**src/rtl/ovf_udf_det.sv**
```systemverilog
// rtl/ovf_udf_det.sv - overflow/underflow wrap detector and status for the 8-bit timer
//
// Watches the live timer count, flags up-count overflow (all-ones -> 0) and
// down-count underflow (0 -> all-ones), and produces a one-cycle event pulse,
// a sticky status flag with write-1-to-clear, and a registered maskable irq.
//
// Optional feature macro: OVF_UDF_EVT_CNT_EN
//   When defined, adds the EVT_CNT_W parameter and the saturating event
//   counters ovf_cnt / udf_cnt. When undefined those ports and logic are absent.
//
// Ports:
//   pclk          in   system clock, rising edge
//   preset        in   asynchronous active-high reset
//   TCNT          in   live counter value [CNT_W]
//   count_up_down in   0 = up, 1 = down
//   count_load    in   load active; a value change under load is never a wrap
//   clr_ovf       in   write-1-to-clear strobe for TMR_OVF
//   clr_udf       in   write-1-to-clear strobe for TMR_UDF
//   ovf_ie        in   overflow interrupt enable
//   udf_ie        in   underflow interrupt enable
//   ovf_pulse     out  one-cycle overflow event
//   udf_pulse     out  one-cycle underflow event
//   TMR_OVF       out  sticky overflow status
//   TMR_UDF       out  sticky underflow status
//   ovf_cnt       out  saturating overflow count [EVT_CNT_W] (macro only)
//   udf_cnt       out  saturating underflow count [EVT_CNT_W] (macro only)
//   irq           out  registered (TMR_OVF & ovf_ie) | (TMR_UDF & udf_ie)

`ifndef DATA_WIDTH
`define DATA_WIDTH 8
`endif

module ovf_udf_det #(
    parameter int CNT_W = `DATA_WIDTH
`ifdef OVF_UDF_EVT_CNT_EN
    ,
    parameter int EVT_CNT_W = 4
`endif
) (
    input  logic             pclk,
    input  logic             preset,
    input  logic [CNT_W-1:0] TCNT,
    input  logic             count_up_down,
    input  logic             count_load,
    input  logic             clr_ovf,
    input  logic             clr_udf,
    input  logic             ovf_ie,
    input  logic             udf_ie,
    output logic             ovf_pulse,
    output logic             udf_pulse,
    output logic             TMR_OVF,
    output logic             TMR_UDF,
`ifdef OVF_UDF_EVT_CNT_EN
    output logic [EVT_CNT_W-1:0] ovf_cnt,
    output logic [EVT_CNT_W-1:0] udf_cnt,
`endif
    output logic             irq
);

    localparam logic [CNT_W-1:0] ALL_ONES = '1;

    logic [CNT_W-1:0] cnt_q, cnt_d;
    logic             ovf_pulse_q, ovf_pulse_d;
    logic             udf_pulse_q, udf_pulse_d;
    logic             tmr_ovf_q, tmr_ovf_d;
    logic             tmr_udf_q, tmr_udf_d;
    logic             irq_q, irq_d;
    logic             wrap_up;
    logic             wrap_dn;

    // Wrap detection compares the previous sample against the live value, so
    // an unchanged count can never match (0 != all-ones for any width).
    always_comb begin
        cnt_d   = TCNT;
        wrap_up = (cnt_q == ALL_ONES) && (TCNT == '0) && !count_up_down && !count_load;
        wrap_dn = (cnt_q == '0) && (TCNT == ALL_ONES) && count_up_down && !count_load;

        ovf_pulse_d = wrap_up;
        udf_pulse_d = wrap_dn;

        // Set is evaluated after clear so a same-cycle wrap keeps the flag high.
        tmr_ovf_d = tmr_ovf_q;
        if (clr_ovf) tmr_ovf_d = 1'b0;
        if (wrap_up) tmr_ovf_d = 1'b1;

        tmr_udf_d = tmr_udf_q;
        if (clr_udf) tmr_udf_d = 1'b0;
        if (wrap_dn) tmr_udf_d = 1'b1;

        // Built from next-state flags so irq moves on the same edge as the flags.
        irq_d = (tmr_ovf_d & ovf_ie) | (tmr_udf_d & udf_ie);
    end

    always_ff @(posedge pclk or posedge preset) begin
        if (preset) begin
            cnt_q       <= '0;
            ovf_pulse_q <= 1'b0;
            udf_pulse_q <= 1'b0;
            tmr_ovf_q   <= 1'b0;
            tmr_udf_q   <= 1'b0;
            irq_q       <= 1'b0;
        end else begin
            cnt_q       <= cnt_d;
            ovf_pulse_q <= ovf_pulse_d;
            udf_pulse_q <= udf_pulse_d;
            tmr_ovf_q   <= tmr_ovf_d;
            tmr_udf_q   <= tmr_udf_d;
            irq_q       <= irq_d;
        end
    end

    assign ovf_pulse = ovf_pulse_q;
    assign udf_pulse = udf_pulse_q;
    assign TMR_OVF   = tmr_ovf_q;
    assign TMR_UDF   = tmr_udf_q;
    assign irq       = irq_q;

`ifdef OVF_UDF_EVT_CNT_EN
    localparam logic [EVT_CNT_W-1:0] EVT_MAX = '1;
    localparam logic [EVT_CNT_W-1:0] EVT_ONE = EVT_CNT_W'(1);

    logic [EVT_CNT_W-1:0] ovf_cnt_q, ovf_cnt_d;
    logic [EVT_CNT_W-1:0] udf_cnt_q, udf_cnt_d;

    // A clear coinciding with a wrap counts that wrap, so the result is 1.
    always_comb begin
        ovf_cnt_d = ovf_cnt_q;
        if (clr_ovf)
            ovf_cnt_d = wrap_up ? EVT_ONE : '0;
        else if (wrap_up && (ovf_cnt_q != EVT_MAX))
            ovf_cnt_d = ovf_cnt_q + EVT_ONE;

        udf_cnt_d = udf_cnt_q;
        if (clr_udf)
            udf_cnt_d = wrap_dn ? EVT_ONE : '0;
        else if (wrap_dn && (udf_cnt_q != EVT_MAX))
            udf_cnt_d = udf_cnt_q + EVT_ONE;
    end

    always_ff @(posedge pclk or posedge preset) begin
        if (preset) begin
            ovf_cnt_q <= '0;
            udf_cnt_q <= '0;
        end else begin
            ovf_cnt_q <= ovf_cnt_d;
            udf_cnt_q <= udf_cnt_d;
        end
    end

    assign ovf_cnt = ovf_cnt_q;
    assign udf_cnt = udf_cnt_q;
`endif

endmodule

```
**config.mk**
```make
export PLATFORM = sky130hd
export DESIGN_NAME = ovf_udf_det
export DESIGN_NICKNAME = d
export VERILOG_FILES = /design/src/rtl/ovf_udf_det.sv
export SDC_FILE = /design/constraint.sdc
export NUM_CORES = 1
export LEC_CHECK = 0
export ABC_AREA = 1
export CAP_MARGIN = 10
export CORE_AREA = 3 3 40 42
export DETAILED_ROUTE_END_ITERATION = 8
export DIE_AREA = 0 0 43 45
export GPL_TIMING_DRIVEN = 0
export HOLD_SLACK_MARGIN = 0.03
export PLACE_DENSITY = 0.82
export SYNTH_ARGS = -nofsm -noshare
export SYNTH_HDL_FRONTEND = slang
export SYNTH_SLANG_ARGS = --single-unit
```
**constraint.sdc**
```tcl
create_clock -name pclk -period 1.1 [get_ports pclk]
set_input_delay 0.275 -clock pclk [delete_from_list [all_inputs] [get_ports pclk]]
set_output_delay 0.275 -clock pclk [all_outputs]
set_load 0.1 [all_outputs]
```
-- Word level (Yosys, flattened, before mapping)
Index checks and enable logic that the tools add are counted.
- register bits after elaboration: 13
- input bits: 16
- output and inout bits: 5
- word-level logic and storage cells: 25
- equal/unequal tests: 2
- muxes and demuxes: 4
- bitwise operators: 3
- reductions and logical operators: 10
- operator list (operator ; count):
    $eq A8 B8 Y1 const B ; 2
    $logic_not A8 Y1 ; 2
    $logic_and A1 B1 Y1 ; 6
    $mux W1 ; 4
    $and A1 B1 Y1 ; 2
    $logic_not A1 Y1 ; 2
    $or A1 B1 Y1 ; 1

-- Logic depth before layout (Yosys ltp)
Gate-level depths: netlist of the first run.
- depth in word-level cells: 7
- mapped depth: 8
- gate-level depth less buffers: 8

-- Worst setup path before layout of the first run
Ideal clock, no wire load.
- kind: register to register
- start point: register tmr_ovf_q, in the netlist TMR_OVF
- end point: register irq_q, in the netlist irq
- library setup time: 65 ps
- arrival: 1227 ps
- data required time: 1035 ps
- slack: -192 ps
- stages on the path, launching flop included: 5
- buffers on the path: 0
- clock period less this slack: 1292 ps
- path through: dfrtp_1 > nand2_1 > nand2_2 > nand2_1 > nand2_1
- longest elaborated chain between the ends: 4
- ends and longest elaborated chain (element ; line ; RTL):
    start: declaration ; 65 ; logic tmr_ovf_q, tmr_ovf_d;
    start signal: assignment ; 106 ; tmr_ovf_q <= tmr_ovf_d;
    $mux W1 ; 83 ; if (clr_ovf) tmr_ovf_d = 1'b0;
    $mux W1 ; 84 ; if (wrap_up) tmr_ovf_d = 1'b1;
    net tmr_ovf_d ; 65 ;
    $and A1 B1 Y1 ; 91 ; irq_d = (tmr_ovf_d & ovf_ie) | (tmr_udf_d & udf_ie);
    $or A1 B1 Y1 ; 91 ;
    net irq_d ; 67 ; logic irq_q, irq_d;
    end signal: assignment ; 108 ; irq_q <= irq_d;
    end: declaration ; 67 ;
The timed path passes the listed nets, and every way through them passes these cells.

-- Final worst setup path of the first run
- start point: register tmr_ovf_q, in the netlist TMR_OVF
- end point: output TMR_OVF
- RTL lines (element ; line ; RTL):
    end: declaration ; 51 ; output logic TMR_OVF,
No word-level cell between the ends.

==> metrics list, run 1 <==
* XOR/XNOR share of the synthesized area: 0%
- Commonest cells after routing, fill and taps aside: nor2_1, clkdlybuf4s50_1, nand2_1, dfrtp_1
* Number of buffers created by CTS: 3
- Tightest Pin Transition: approximately 0.46 ns
- Pwr per Cell Area: 1120 nW/um^2
* Combinational family with the most area after synthesis: simple AND/OR/NAND/NOR gates
- Once detailed placement completed, the half-perimeter wirelength came to approximately 750 um.
- Summing all flip-flop and latch instances after layout gives 332 um^2.
- Of all nets on the critical path, the largest fanout is 2.
* Horizontal extent of the die: 43 um
- The count of buffers added on input and output ports is 20.
- I/O pin count: 21
- Synthesis inferred 13 register bits.
* Most common cell after layout, fill and taps aside: nor2_1
- In the finished design, the share of the clock period the worst path needs comes to 104%.
- For the worst setup path, the data required time is 0.82 ns.
* Multiplexer share of the synthesized area: 0%
- The worst-case IR drop observed on VDD is 0.579 mV.
- Vias: ~430
- Summing the areas of all and, or, nand and nor instances in the mapped netlist gives 30.6% of the synthesized area.
- The flow ran to the end, but the final reports show violations.
- The slowest stage of the critical path is the dfrtp_2 cell.
- The worst setup path is captured at an output port.
* Number of iterations in the first detailed-routing pass: 4
- Fraction of the yosys area taken by sequential cells: 65.7%
- Entering global routing, the biggest net connects 14 pins.
- The core region is 1280 um^2.
- Max Freq: 877 MHz
- In the synthesized netlist, the number of instances is 54.
- For this run, the number of Yosys warnings is 0.
- Final setup violation count: 5
- Summing all multi-input logic gate instances after layout gives roughly 150 um^2.
* Maximum count of clock buffers along a single path: 2
- Vias in the first global route: 426
* Cell taking the most area after synthesis: dfrtp_1
- Avg Synthesized Cell Area: 9.18 um^2
- Synthesized cell area: 495 um^2
- For this run the aggregate overflow at the end of global routing stands at 0.
- Die footprint: 1940 um^2
* Crit path arrival time: 0.87 ns
- STA classifies the critical path startpoint as a flip-flop.
* Cell family contributing the most delay on the critical path: flip-flops
- Number of placement rows: 13
- The routed design has 944 um of wire.
- Worst reg2reg startpoint: cnt_q[5]
- Antenna violations before repair: 0
* Fill cell total of the finished layout: 110
- Residual DRC: 0
* Final antenna-violating net count: 0
- The congestion estimate from routability-driven global placement came to 0.759.
* Die height: 45 um
- By startpoint and endpoint, the worst setup path is classified as reg -> out.
- After the first detailed-routing iteration, the DRC count stood at 3.
- The count of pins over their slew limit was 0.
* Critical path capture point: TMR_OVF
- Of the cells placed in the final design, the portion with a size suffix greater than 1 is 20.5%.
* Crit path from: TMR_OVF
* Final net count: 95
* First-pass GRT wire length: 1640 um
- Summing the areas of all fa, ha and maj instances in the mapped netlist gives 0% of the synthesized area.
- Post-CTS clock slew at the launch and capture registers of the worst setup and hold paths: 0.08 ns
* Critical path buffers and inverters: 1
* CTS Root Buffer Type: clkbuf_4
- Adding up every negative setup slack in the final design gives -0.153 ns.
- At the end of the flow the core is filled with cells to 61.0%.
- The setup check on the worst reg-to-reg path leaves a slack of 0.07 ns.
- Clock latency on the worst-skew pair, taken at its later pin, is approximately 0.27 ns.
* Worst Reg-to-Reg Cells: 7
- In this run the number of H-tree levels came out at 1.
- Largest cells by area after synthesis: dfrtp_1, nor2_1, nand2_1
- Global-route usage over all layers: 12.1%
- The worst register-to-register path ends at irq.
* Final hold vios: 0
- Ordered list of cells on the worst path: buf_6
- Final worst path period need: 1.14 ns
- Between clock sinks in the finished design, the worst skew comes to around 0.0066 ns.
* Number of nets produced by synthesis: 70
- The number of antenna diodes in the final layout is 0.
- Counting every sink on the clock net gives 13.
* Final worst setup slack: -0.0404 ns
- Worst path max stage delay: 0.41 ns
- Crit. path cell count: 1
- After detailed routing, the average wire length per cell comes to 10.2 um.
- Failing checks: negative setup slack
* Area added between synthesis and finish: 58.1%
- In this run the worst hold path is classified as in -> reg.
- Share of the synthesized area in the top cell type: roughly two thirds
- Setup repair after global routing could not meet its margin everywhere.
- Dividing the detail-routed via count by the number of cells gives 4.63.
- The initial utilization of the core area, before any placement, comes to 38.6%.
- The synthesized netlist devotes 0% of its cell area to compound gates.
- After synthesis, the netlist uses 8 different library cells.
- Max capacitance violation total: 0
- Leak: 0.367 nW
* Headroom to the max-slew limit: a little over two thirds
* TritonCTS clock tree: built
## power by group
| part | internal (mW) | total (mW) | switching [mW] |
|---|---|---|---|
| Combinational | 0.0542 | 0.0890 | 0.0348 |
| Clock | 0.134 | 0.287 | 0.153 |
| Sequential | 0.492 | 0.500 | 0.00767 |
## Yosys cell counts
| master | count |
|---|---|
| dfrtp_1 | 13 |
| inv_1 | 5 |
| nand2_1 | 13 |
| nand2_2 | 1 |
| nand3_1 | 3 |
| nand4_1 | 2 |
| nor2_1 | 15 |
| nor4_1 | 2 |
## logic make-up after synthesis
group	Yosys count
AND/OR/NAND/NOR	36
flip-flops	13
buffers and inverters	5
## through the flow
stage | cells | worst slack (ns) | instance area, um^2 | hold WS [ns] | total power [mW]
2_1_floorplan | 54 | 0.0875 | 502 | 0.152 | 0.532
3_3_place_gp | 89 | -0.638 | 721 | 0.499 | 0.597
3_5_place_dp | 89 | -0.640 | 721 | 0.503 | 0.600
4_1_cts | 93 | -0.0475 | 762 | 0.316 | 0.885
5_1_grt | 93 | -0.0609 | 783 | 0.199 | 0.917
6_report | 93 | -0.0404 | 783 | 0.189 | 0.876
## final cells by class
cell class / instances / share of cell area [%]
flip-flops and latches: 13 / 42.3
well taps: 15 / 2.40
multi-input cells: 36 / 19.6
clock inverters: 1 / 0.639
repair buffers: 20 / 29.7
inverters: 5 / 2.40
clock buffers: 3 / 2.88
## routing by layer
layer  part of all wire, %  wire [um]  up-vias  GRT usage, %
li1                      -          -      218             -
met1                    40        380      200          11.0
met2                    53        500       11          22.2
met3                   5.6         53        2          2.79
met4                   1.1         10        0          10.8
met5                     0          0        -             0
## flip-flops by register name, summed over array words and instances, names as in the netlist
signal,flops
udf_pulse,1
cnt_q,8
TMR_UDF,1
TMR_OVF,1
ovf_pulse,1
irq,1
## worst reg2reg max path: stages, from the launching register on
cell	delay, ns
dfrtp_1	0.39
nor2_1	0.12
nand3_1	0.11
nor2_1	0.11
nand2_1	0.07
nand2_2	0.06
nand2_1	0.04
nand2_1	0.05
## how the worst min path moves through the flow
stage            start       end  slack [ns]  cells after the start
2_1_floorplan   preset  cnt_q[0]        0.15                      1
3_3_place_gp   TMR_UDF   TMR_UDF        0.50                      2
3_5_place_dp   TMR_OVF   TMR_OVF        0.50                      2
4_1_cts         preset  cnt_q[3]        0.32                      2
5_1_grt        TCNT[6]  cnt_q[6]        0.20                      1
6_report       TCNT[6]  cnt_q[6]        0.19                      1
## what timing repair did
item | in CTS | in global routing
setup endpoints to repair | 5 | 8
resized for setup | 37 | 6
hold buffers | 0 | 0
pin swaps | 0 | 6
setup buffers | 0 | 0
No activity file was read; power rests on OpenSTA's default activity.
==> inputs of run 2 (changes only) <==
--- a/config.mk
+++ b/config.mk
@@ -8,10 +8,12 @@
 export ABC_AREA = 1
 export CAP_MARGIN = 10
 export CORE_AREA = 3 3 40 42
+export CTS_BUF_LIST = sky130_fd_sc_hd__clkbuf_16
 export DETAILED_ROUTE_END_ITERATION = 8
 export DIE_AREA = 0 0 43 45
 export GPL_TIMING_DRIVEN = 0
 export HOLD_SLACK_MARGIN = 0.03
+export MAX_ROUTING_LAYER = met4
 export PLACE_DENSITY = 0.82
 export SYNTH_ARGS = -nofsm -noshare
 export SYNTH_HDL_FRONTEND = slang
==> run 2 against run 1 <==
  * The run now ends clean
  * First-iteration DRC count up 67%
  * Final area rose by 8.8%
  * Sequential cell count did not move
  * Combinational power is 2.6% lower
  * Routed wire length is 19% higher
  * Maximum frequency increased by 3.7%
  * Via count increased by 2.8%
  * Die area unchanged
  * Power increased by 45%
  * Critical path depth stayed put
  * Worst setup slack improved by 0.041 ns
  * Cell count stayed put
==> metrics list, run 2 (same netlist as run 1, synthesis figures left out) <==
* Number of slew-limit violations in the final report: 0 (unchanged)
- Commonest cells after routing, fill and taps aside: nor2_1, nand2_1, dlymetal6s2s_1, dfrtp_1
* Die footprint: 1940 um^2 (unchanged)
- Share of post-route cells with drive strength above 1: 20.5% (unchanged)
- The post-detailed-route via-to-cell ratio came to 4.76 (+2.8%).
* Setup repair after global routing missed its margin: true
- Pin count of the biggest net entering global routing: 14 (unchanged)
- Area added between synthesis and finish: 72.0%
* Worst reg2reg startpoint: cnt_q[3]
* Max Clock Skew: 0.00379 ns (-0.00277 ns)
- Final setup violation count: 0 (-5)
* Final net count: 95 (unchanged)
* Antenna violations before repair: 0 (unchanged)
* Required @ worst endpoint: 0.82 ns (about the same)
- Residual DRC: 0 (unchanged)
- Final antenna-violating net count: 0 (unchanged)
- Worst setup path class: reg -> out
- Number of placement rows: 13 (unchanged)
- Number of buffers created by CTS: 3 (unchanged)
- Clock network latency to the later pin of the worst-skew pair: 0.24 ns (-0.03 ns)
- The total placed cells including tap cells is 89 (unchanged).
* Final weighted congestion in routability-driven placement: 0.769 (+1.3%)
- The TritonCTS sink count was 13 (unchanged).
- The most critical setup path has its startpoint at TMR_OVF.
* Outcome: finished clean
* Number of iterations in the first detailed-routing pass: 4 (unchanged)
- Final worst path period need: 1.10 ns (-0.0409 ns)
- Count of buffers from port buffering: 20 (unchanged)
* Final cell count without fillers: 93 (unchanged)
* Critical path launch point type: flip-flop
* Die height: 45 um (unchanged)
- Number of flip-flops in the largest register: 8 (unchanged)
* Largest fanout of any net on the critical path: 2 (unchanged)
- The longest individual stage delay on the worst path was 0.40 ns (about the same).
- The HPWL reported at the end of detailed placement was 751 um (unchanged).
- Max stage delay cell, worst path: dfrtp_2
* Cell family contributing the most delay on the critical path: flip-flops
* First-pass GRT wire length: 1730 um (+5.9%)
* Violation count after the first detailed-routing iteration: 5 (+2)
- In this run the most critical hold path is launched from TCNT[3].
- Final hold vios: 0 (unchanged)
- CTS Root Buffer Type: clkbuf_16
- Utilization of the core after routing: 66.3% (+5.4 points)
* Core Footprint: 1280 um^2 (unchanged)
- Headroom to the max-slew limit: 68.5% (-1.0 points)
* Portion of the clock cycle consumed by the worst path in the final layout: 100% (-3.7 points)
- Endpoint class of the critical path: output port
- Leaving out fill and tap cells, the most frequent cell in the layout is nor2_1.
* WL final: 1120 um (+19%)
* TritonCTS clock tree: built
- Post-CTS clock slew at the launch and capture registers of the worst setup and hold paths: 0.04 ns (-0.04 ns)
* Global-route usage over all layers: 13.7% (+1.7 points)
* Aggregate global routing overflow: 0 (unchanged)
- Ordered list of cells on the worst path: buf_6
* Biggest register: cnt_q
* Horizontal extent of the die: 43 um (unchanged)
* Pwr per Cell Area: 1490 nW/um^2 (+33%)
- Hold_ws: 0.209 ns (+0.0200 ns)
- The min-delay analysis places its worst path in the category in -> reg.
* Critical path buffers and inverters: 1 (unchanged)
* Level count of the clock H-tree: 1 (unchanged)
- The worst supply voltage drop on vdd came to 1.03 mV (+79%).
- Vias: 443 (+2.8%)
* Max capacitance violation total: 0 (unchanged)
- The boundary pin count came to 21 (unchanged).
* Vias in the first global route: 445 (+4.5%)
- The leakage power total was 0.462 nW (+26%).
* Number of buffers inserted by hold repair at cts: 0 (unchanged)
* Average routed wire per standard cell: 12.0 um (+19%)
* Tightest Pin Transition: 0.472 ns (+0.0153 ns)
- Inserted Diodes: 0 (unchanged)
- The endpoint arrival time on the critical path came to 0.82 ns (-0.05 ns).
- The maximum operating frequency is 910 MHz (+3.7%).
- Initial standard-cell utilization of the core: 38.6% (unchanged)
- Maximum count of clock buffers along a single path: 2 (unchanged)
run 2: changes by cell type in the layout (fill, tap and decap cells not counted), sizes merged:
cell	delta
clkdlybuf4s50	-8
dlymetal6s2s	+8
run 2: layout make-up:
| class | instances | area [um^2] |
|---|---|---|
| clock buffers | 3 | 75.1 |
| flip-flops and latches | 13 | 332 |
| multi-input cells | 36 | 154 |
| well taps | 15 | 18.8 |
| fillers | 93 | 433 |
| repair buffers | 20 | 249 |
| clock inverters | 1 | 5.00 |
| inverters | 5 | 18.8 |
run 2: report_power, final:
group	internal (mW)	switching [mW]
registers	0.495	0.00772
logic	0.0498	0.0369
clock network	0.482	0.195
total	1.03	0.239
run 2: worst paths after layout:
check                           end  slack (ns)  cells after the start
setup / recovery            TMR_OVF      0.0005                      1
hold / removal             cnt_q[3]        0.21                      1
setup reg to reg                irq        0.05                      7
hold reg to reg             TMR_OVF        0.52                      2
max in group asynchronous   TMR_UDF        0.40                      2
min in group asynchronous  cnt_q[7]        0.35                      2
run 2: what timing repair did:
| item | 4_1_cts | 5_1_grt |
|---|---|---|
| endpoints found under the setup margin | 5 | 9 |
| endpoints found under the hold margin | 0 | 0 |
| gates resized for setup | 35 | 15 |
| pin swaps | 0 | 11 |
| buffers inserted | 0 | 0 |
run 2: per-layer routing:
layer	routed length, um	part of all wire [%]	GRT usage, %
met1	397	35	11.0
met2	609	54	23.4
met5	0	0	-
met4	38	3.4	12.7
met3	75	6.7	5.98
run 2: stage by stage:
step	setup slack, ns	TNS (ns)	total power [mW]	area, um^2
finish	0.000521	0	1.27	852
detailed placement	-0.640	-4.04	0.600	721
floorplan	0.0875	0	0.532	502
global route	-0.0620	-0.0995	1.32	852
CTS	-0.00624	-0.00765	1.29	807
global placement	-0.638	-4.00	0.597	721
==> inputs of run 3 (changes only) <==
--- a/config.mk
+++ b/config.mk
@@ -7,14 +7,14 @@
 export LEC_CHECK = 0
 export ABC_AREA = 1
 export CAP_MARGIN = 10
-export CORE_AREA = 3 3 40 42
+export CORE_MARGIN = 3
+export CORE_UTILIZATION = 25
 export CTS_BUF_LIST = sky130_fd_sc_hd__clkbuf_16
 export DETAILED_ROUTE_END_ITERATION = 8
-export DIE_AREA = 0 0 43 45
 export GPL_TIMING_DRIVEN = 0
 export HOLD_SLACK_MARGIN = 0.03
 export MAX_ROUTING_LAYER = met4
-export PLACE_DENSITY = 0.82
+export PLACE_DENSITY = 0.62
 export SYNTH_ARGS = -nofsm -noshare
 export SYNTH_HDL_FRONTEND = slang
 export SYNTH_SLANG_ARGS = --single-unit
==> run 3 against run 2 <==
  * The flow now finishes with violations (negative setup slack)
  * Global-route usage is 3.7 points lower
  * Worst setup slack lost 0.0018 ns
  * Utilization shrank 18 points
  * Non-clock buffer count did not move
  * Sequential cell count unchanged
  * Critical endpoint is now TMR_UDF
  * Sequential power about the same
  * Critical path depth did not move
  * Final area grew 1.3%
==> metrics list, run 3 (same netlist as run 1, synthesis figures left out) <==
* Outcome: finished with violations
* Failing checks: negative setup slack
- Max Freq: 908 MHz (-0.16%)
- Most common cell after layout, fill and taps aside: nor2_1
- The total clock buffers created by CTS was 3 (unchanged).
- Register-to-register setup slack: 0.04 ns (about the same)
- STA classifies the critical path startpoint as a flip-flop.
- Aggregate global routing overflow: 0 (unchanged)
- The leakage power total is 0.427 nW (-7.7%).
* Number of iterations in the first detailed-routing pass: 4 (unchanged)
- Traced cell by cell, the critical path runs through buf_12.
- Average routed wire per standard cell: 10.6 um (-12%)
- The number of max-cap violations is 0 (unchanged).
- The number of design-rule violations left by the first detailed-router iteration is 1 (-4).
* Beginning of the worst hold path: TCNT[0]
- The final core utilization is 47.9% (-18 points).
- Max Clock Skew: 0.00152 ns (-0.00227 ns)
* TritonCTS clock tree: built
- Headroom to the max-slew limit: 68.0% (-0.49 points)
- Area added between synthesis and finish: 74.2%
- The worst supply voltage drop on vdd is 0.726 mV (-30%).
* Number of flip-flops in the largest register: 8 (unchanged)
- The proportion of total power due to net switching is 18.6% (-0.27 points).
* Final weighted congestion in routability-driven placement: 0.734 (-4.6%)
* Biggest register: cnt_q
- Clk pwr share: 53.2% (-0.3 points)
- The clock tree buffer depth came to 2 (unchanged).
- Max stage delay cell, worst path: dfrtp_2
- The summed area of non-filler cells in the final layout came to 863 um^2 (+1.3%).
- The worst-path maximum fanout was 2 (unchanged).
- Crit path arrival time: 0.83 ns (about the same)
- The boundary pin count was 21 (unchanged).
* Die height: 50.5 um (+12%)
- Tightest Pin Transition: 0.479 ns (+0.00735 ns)
* Initial standard-cell utilization of the core: 27.5% (-11 points)
* Final antenna-violating net count: 0 (unchanged)
- Number of placement rows: 15 (+2)
- Portion of the clock cycle consumed by the worst path in the final layout: 100% (+0.16 points)
* Worst reg2reg startpoint: cnt_q[5]
- The horizontal die dimension came to 50.5 um (+17%).
* Worst Reg-to-Reg Cells: 7 (unchanged)
* Vias: 435 (-1.8%)
* Clock network latency to the later pin of the worst-skew pair: 0.24 ns (about the same)
- Core Footprint: 1800 um^2 (+40%)
- The number of input and output port buffers inserted is 20 (unchanged).
- The power density normalized to cell area is 1450 nW/um^2 (-2.3%).
- By startpoint and endpoint, the worst setup path is classified as reg -> out.
- Setup repair after global routing could not meet its margin everywhere.
- Inserted Diodes: 0 (unchanged)
* Global-route usage over all layers: 10.0% (-3.7 points)
* Commonest cells after routing, fill and taps aside: nor2_1, nand2_1, dfrtp_1, inv_1
- The clock input transition at the sequential cells of the worst setup and hold paths was 0.04 ns (about the same).
- The worst-case setup margin in the final layout came to -0.00125 ns (-0.00177 ns).
* Critical path buffers and inverters: 1 (unchanged)
* Internal portion of total power: 1.02 mW (-0.72%)
- Hold_ws: 0.202 ns (-0.00640 ns)
- The count of pins over their slew limit came to 0 (unchanged).
- The wire length of the first global-routing pass came to 1700 um (-1.6%).
- The sequential group share of total power came to 40.1% (+0.4 points).
- Required @ worst endpoint: 0.82 ns (about the same)
* Vias in the first global route: 413 (-7.2%)
- HPWL after detailed placement: 852 um (+14%)
- The shortest period the worst path allows came to 1.10 ns (+0.00177 ns).
- Total power after layout: 1.25 mW (-1.0%)
* Final hold vios: 0 (unchanged)
* Worst hold stages: 1 (unchanged)
- The share of layout cells above drive strength 1 came to 23.1% (+2.6 points).
- The number of failing setup endpoints in the final timing report is 2 (+2).
* Residual DRC: 0 (unchanged)
- The net count of the finished layout was 95 (unchanged).
- In this run the critical register-to-register path is captured at irq.
- Worst Hold Class: in -> reg
- Total clock sinks: 13 (unchanged)
* WL final: 1090 um (-2.4%)
* Antenna violations before repair: 0 (unchanged)
* CTS Root Buffer Type: clkbuf_16
- Worst path max stage delay: 0.42 ns (+0.02 ns)
* Endpoint class of the critical path: output port
- Cell family contributing the most delay on the critical path: flip-flops
* Combinational Power Share: 6.6% (-0.2 points)
- Level count of the clock H-tree: 1 (unchanged)
- Cell Area, Placed: 733 um^2 (+1.7%)
- Net Switching: 0.234 mW (-2.4%)
- The largest net degree at the start of global routing is 14 (unchanged).
* End point of the worst hold path: cnt_q[0]
- Avg Vias per Cell: 4.22 (-11%)
* Die footprint: 2550 um^2 (+32%)
run 3: cell count changes in the layout (fill, tap and decap cells not counted), sizes merged:
cell	delta
dlymetal6s2s	-5
inv	+1
clkinv	-1
dlygate4sd2	+5
run 3: worst max path at each step:
| stage | start | end | slack (ns) | cells after the start |
|---|---|---|---|---|
| after floorplan | TMR_OVF | irq | 0.09 | 4 |
| after global placement | TMR_OVF | TMR_OVF | -0.64 | 1 |
| after detailed placement | TMR_UDF | TMR_UDF | -0.64 | 1 |
| after CTS | TMR_OVF | TMR_OVF | -0.005 | 1 |
| after global routing | TMR_OVF | TMR_OVF | -0.02 | 1 |
| final | TMR_UDF | TMR_UDF | -0.001 | 1 |
run 3: through the flow:
step           worst slack (ns)  std cells  TNS (ns)
5_1_grt                 -0.0215        103   -0.0604
6_report               -0.00125        103  -0.00230
3_5_place_dp             -0.641         99     -4.18
3_3_place_gp             -0.641         99     -4.07
4_1_cts                -0.00531        103  -0.00688
2_1_floorplan            0.0875         54         0
run 3: what timing repair did:
action | 4_1_cts | 5_1_grt
setup buffers | 0 | 0
gates resized for setup | 40 | 15
endpoints found under the setup margin | 6 | 9
pin swaps | 6 | 7
hold buffers | 0 | 0
run 3: cell type report:
cell class / count / area (um^2)
timing repair buffer: 20 / 239
clock buffer: 3 / 75.1
fill: 182 / 938
inverter: 5 / 18.8
multi-input combinational: 36 / 164
sequential: 13 / 332
clock inverter: 1 / 3.75
tap: 25 / 31.3
run 3: power groups by stage:
stage	Clock, mW	Sequential, mW	Combinational, mW
5_1_grt	0.699	0.505	0.0942
2_1_floorplan	0	0.507	0.0249
4_1_cts	0.676	0.502	0.0859
3_3_place_gp	0	0.508	0.0901
3_5_place_dp	0	0.510	0.0920
6_report	0.667	0.503	0.0832
run 3: per-layer routing:
layer	vias up	track usage (%)	part of all wire, %	routed length (um)
met4	0	9.42	2.1	23
met5	-	-	0	0
li1	220	-	-	-
met3	2	3.26	4.3	47
met2	10	14.1	52	566
met1	203	11.0	42	455
